===== src/rtl/clk_div_gen.sv =====
// clk_div_gen: derived clocks from the 100 MHz reference.
// Fixed clk/2 and clk/4 square waves plus a runtime-programmable clk/N
// with a start-of-period tick. A new divisor is held pending and only
// applied on a period boundary, so clk_div_o never glitches.
module clk_div_gen #(
   parameter int CNT_W   = 16,
   parameter int DEF_DIV = 4
) (
   input  logic             clk100,
   input  logic             rst,
   input  logic [CNT_W-1:0] div_val,
   input  logic             div_load,
   output logic             div_ack,
   output logic             div_err,
   output logic             busy,
   output logic             clk50_o,
   output logic             clk25_o,
   output logic             clk_div_o,
   output logic             tick_div
);

   localparam logic [CNT_W-1:0] DEF  = CNT_W'(DEF_DIV);
   localparam logic [CNT_W-1:0] ZERO = '0;
   localparam logic [CNT_W-1:0] ONE  = CNT_W'(1);
   localparam logic [CNT_W-1:0] TWO  = CNT_W'(2);

   logic [1:0]       ph;
   logic [CNT_W-1:0] cnt;
   logic [CNT_W-1:0] cur_div;
   logic [CNT_W-1:0] pend_div;
   logic             at_end;
   logic             load_ok;
   logic             apply;

   // last cycle of the current period; the only place a divisor may change
   assign at_end  = (cnt == cur_div - ONE);
   assign load_ok = div_load && (div_val >= TWO);
   assign apply   = busy && at_end;

   // fixed dividers: clk50 toggles every cycle, clk25 every other cycle
   always_ff @(posedge clk100) begin
      if (!rst) begin
         ph      <= 2'd0;
         clk50_o <= 1'b0;
         clk25_o <= 1'b0;
      end else begin
         ph      <= ph + 2'd1;
         clk50_o <= ~clk50_o;
         if (ph[0]) clk25_o <= ~clk25_o;
      end
   end

   // period counter and registered divided outputs (lag cnt by one cycle)
   always_ff @(posedge clk100) begin
      if (!rst) begin
         cnt       <= ZERO;
         clk_div_o <= 1'b0;
         tick_div  <= 1'b0;
      end else begin
         clk_div_o <= (cnt < (cur_div >> 1));
         tick_div  <= (cnt == ZERO);
         cnt       <= at_end ? ZERO : cnt + ONE;
      end
   end

   // load handshake: latest legal request wins, applied only at period end
   always_ff @(posedge clk100) begin
      if (!rst) begin
         cur_div  <= DEF;
         pend_div <= DEF;
         busy     <= 1'b0;
         div_ack  <= 1'b0;
         div_err  <= 1'b0;
      end else begin
         div_ack <= apply;
         div_err <= div_load && !load_ok;
         if (apply) cur_div <= pend_div;
         // a load coincident with apply queues behind the value being applied
         if (load_ok) begin
            pend_div <= div_val;
            busy     <= 1'b1;
         end else if (apply) begin
            busy     <= 1'b0;
         end
      end
   end

endmodule


===== config.mk =====
export PLATFORM = sky130hd
export DESIGN_NAME = clk_div_gen
export DESIGN_NICKNAME = d
export VERILOG_FILES = /design/src/rtl/clk_div_gen.sv
export SDC_FILE = /design/constraint.sdc
export NUM_CORES = 1
export LEC_CHECK = 0
export ABC_CLOCK_PERIOD_IN_PS = 2100
export CORE_ASPECT_RATIO = 0.5
export CORE_UTILIZATION = 42
export CTS_BUF_LIST = sky130_fd_sc_hd__clkbuf_8
export DETAILED_ROUTE_END_ITERATION = 12
export PLACE_DENSITY_LB_ADDON = 0.08
export SLEW_MARGIN = 40
export SYNTH_ARGS = -nofsm -noshare
export SYNTH_HDL_FRONTEND = slang
export SYNTH_SLANG_ARGS = --single-unit

===== constraint.sdc =====
create_clock -name clk100 -period 2.1 [get_ports clk100]
set_input_delay 0.42 -clock clk100 [delete_from_list [all_inputs] [get_ports clk100]]
set_output_delay 0.42 -clock clk100 [all_outputs]
set_load 0.005 [all_outputs]

==> impl_metrics.yaml <==
run_status:
  status: "finished, violations left"
  violations: "setup timing"
timing:
  skew_ns: 0.0119
  worst_slew_margin_rel_pct: 74.2
  holdWs_ns: 0.435
  finalMaxSlewViolations: 0
  tightest_slew_ns: 0.383
  fmax_mhz: 429
  final-setup-viol-count: 34
  setup_slack_ns: -0.232
  hold_viol: 0
  period_share_pct: 111
  period_minus_slack_ns: 2.33
  rsz0062_at_grt: "true"
  setup_tns_ns: -6.85
routing:
  drt_first_pass_iters: 4
  detail-route-antenna-nets: 0
  avgViaCountPerCell: 5.42
  drt-initial-drc-count: 169
  routed_wl_um: 8380
  wl_per_cell_um: 15.4
  drc_errors: 0
  vias: 2956
clock_tree:
  cts-buffers-inserted: 5
  h-tree-depth: 2
  holdBufCountCts: 0
  cts.sinks: 56
  clock_latency_ns: 0.33
  clkTransAtPathRegs_ns: 0.11
  clock-root-buffer: "clkbuf_8"
  cts_tree: "done"
  clk_path_buf_depth: 2
pwr:
  intPower_mw: 1.54
  swShare_pct: 28.8
  clkPwrFrac_pct: 29.7
  p_seq_share_pct: 52.6
  leakagePower_nw: 1.67
  comb_power_share_pct: 17.6
  power_density_nw_per_um2: 494
  power.switching_mw: 0.623
  peakVddDrop_mv: 0.309
synthesis:
  synth_fa_ha_area_share_pct: 6.71
  yosysTopAreaCellShare_pct: 35.4
  yosysWarnings: 0
  synthArstFlopShare_pct: 0
  synth_seq_cells: 56
  syn_inst: 380
  ys_seq_area_share_pct: 35.4
  yosysUniqueCellTypes: 56
  synth_compound_area_share_pct: 16.7
  syn_area_um2: 3170
  synth-main-ff-cell: "dfxtp_1"
  synth-edff-count: 0
  synth_area_leaders: "dfxtp_1 35%, ha_1 6.7%, xnor2_1 4.4%"
  synth_simple_gate_area_share_pct: 23.4
  synth_top_family_by_area: "simple AND/OR/NAND/NOR gates"
  syn_avg_cell_area_um2: 8.34
  synthDominantAreaCellType: "dfxtp_1"
  synth_mux_area_share_pct: 3.20
  synth_nets: 416
  synth_xor_area_share_pct: 8.01
floorplan:
  ioPinCount: 26
  design.die.area_um2: 7920
  start_util_pct: 45.3
  core_area_um2: 6990
  rows: 21
  die_h_um: 63.4
  die_x_um: 125
global_routing:
  grt_remaining_overflow: 0
  grt_max_degree: 34
  grt_pass1_vias: 2949
  grt_first_pass_wirelength_um: 14200
  antenna_found_initial: 0
  grtUsageTotal_pct: 22.6
cells_and_area:
  antenna-diode-count: 0
  final_cells: 545
  area_growth_pct: 38.5
  multi_input_area_um2: 2170
  seq_area_um2: 1130
  fill_cells: 611
  drive_gt1_share_pct: 32.7
  final_nets: 488
place:
  dp.cells: 522
  pre_cts_ws_ns: -0.275
  io_buffers: 25
  hpwl_um: 6070
  gp_congestion: 0.843
min_path:
  hold_class: "flop to flop"
setup_path:
  cp.arrival_ns: 2.54
  cp-end-kind: "flop"
  critPathMaxFanout: 4
  crit_type: "flop to flop"
  start_kind: "flop"
  cp.required_ns: 2.31
flow_run:
  max_cap_viol_count: 0
power by group through the flow:
stage               Sequential [mW]  Combinational [mW]  Clock [mW]
finish                         1.14               0.382       0.644
global route                   1.15               0.419       0.710
CTS                            1.14               0.352       0.650
detailed placement             1.16               0.305           0
global placement               1.16               0.297           0
floorplan                      1.15               0.183           0
flip-flops by register name, summed over array words and instances, names as in the netlist:
name       cells
ph             1
clk25_o        1
tick_div       1
pend_div      16
clk_div_o      1
cur_div       16
div_ack        1
busy           1
clk50_o        1
div_err        1
cnt           16
final timing paths:
| kind | slack [ns] | end | from | depth (start not counted) |
|---|---|---|---|---|
| worst max-delay path | -0.23 | cur_div[2] | cur_div[5] | 11 |
| worst min-delay path | 0.44 | clk50_o | clk50_o | 1 |
| worst max register to register | -0.23 | cur_div[2] | cur_div[5] | 11 |
| worst min register to register | 0.44 | clk50_o | clk50_o | 1 |
layout by cell type, fill, tap and decap left out, drive strengths merged, types with 2 or more instances in the layout:
| cell | Yosys | final |
|---|---|---|
| buf | 8 | 61 |
| dfxtp | 56 | 56 |
| nor2 | 37 | 37 |
| nand2 | 33 | 33 |
| a21oi | 27 | 27 |
| clkdlybuf4s50 | 0 | 25 |
| inv | 23 | 24 |
| nand3 | 24 | 24 |
| o21ai | 20 | 20 |
| ha | 17 | 17 |
| xnor2 | 16 | 16 |
| xor2 | 13 | 13 |
| nand4 | 11 | 11 |
| nor4 | 10 | 10 |
| mux2i | 9 | 9 |
| nor3 | 7 | 7 |
| clkbuf | 13 | 5 |
| a211oi | 5 | 5 |
| and3 | 5 | 5 |
| nand2b | 4 | 4 |
| a21o | 4 | 4 |
| o21bai | 3 | 3 |
| a31oi | 3 | 3 |
| and4 | 3 | 3 |
| clkinv | 1 | 3 |
| nor4b | 2 | 2 |
| and2 | 2 | 2 |
| o31ai | 2 | 2 |
| or3 | 2 | 2 |
synthesized netlist by cell type (9+ instances only):
cell type	n
xnor2_1	16
a21oi_1	27
nor4_1	9
mux2i_1	9
o21ai_0	13
nand4_1	11
nand3_1	24
nand2_1	33
clkbuf_1	13
dfxtp_1	56
inv_1	23
xor2_1	13
nor2_1	37
ha_1	17
area by class of cell:
cell class	count	area share, %
Timing Repair Buffer	86	18.1
Clock buffer	5	1.57
Clock inverter	3	0.513
Sequential cell	56	25.7
Multi-Input combinational cell	279	49.4
Inverter	24	2.05
Tap cell	92	2.62
cells by family (layout without fill, tap and decap cells):
logic type / Yosys count / count (layout)
flops: 56 / 56
compound gates: 78 / 78
fa+ha+maj: 17 / 17
simple gates: 145 / 145
mux: 10 / 10
buf+inv: 45 / 118
xor+xnor: 29 / 29
routing by layer:
layer / routed length [um] / part of all wire, % / up-vias / GRT usage (%)
li1: - / - / 1483 / -
met1: 4240 / 51 / 1389 / 31.2
met2: 3630 / 43 / 75 / 36.5
met3: 449 / 5.4 / 9 / 4.93
met4: 57 / 0.68 / 0 / 4.12
met5: 0 / 0 / - / 0
stage by stage:
| stage | util (%) | power [mW] | cell area (um^2) |
|---|---|---|---|
| 3_3_place_gp | 54.5 | 1.45 | 3810 |
| 4_1_cts | 59.6 | 2.14 | 4170 |
| 2_1_floorplan | - | 1.34 | 3210 |
| 5_1_grt | 62.8 | 2.28 | 4390 |
| 6_report | 62.8 | 2.17 | 4390 |
| 3_5_place_dp | 54.5 | 1.46 | 3810 |
worst max-delay path: stages (launching register included):
cell,delay (ns)
dfxtp_2,0.35
nor4_4,0.28
buf_4,0.18
nand4_1,0.13
buf_4,0.19
and3_4,0.18
o41ai_4,0.39
a22oi_2,0.10
buf_6,0.15
buf_6,0.13
nand3_4,0.06
o211ai_2,0.08
timing repair:
| item | CTS | global route |
|---|---|---|
| resized for setup | 52 | 45 |
| cloned | 1 | 1 |
| endpoints found under the setup margin | 34 | 35 |
| setup buffers | 7 | 8 |
| pin swaps | 41 | 27 |
No activity file was read; power rests on OpenSTA's default activity.
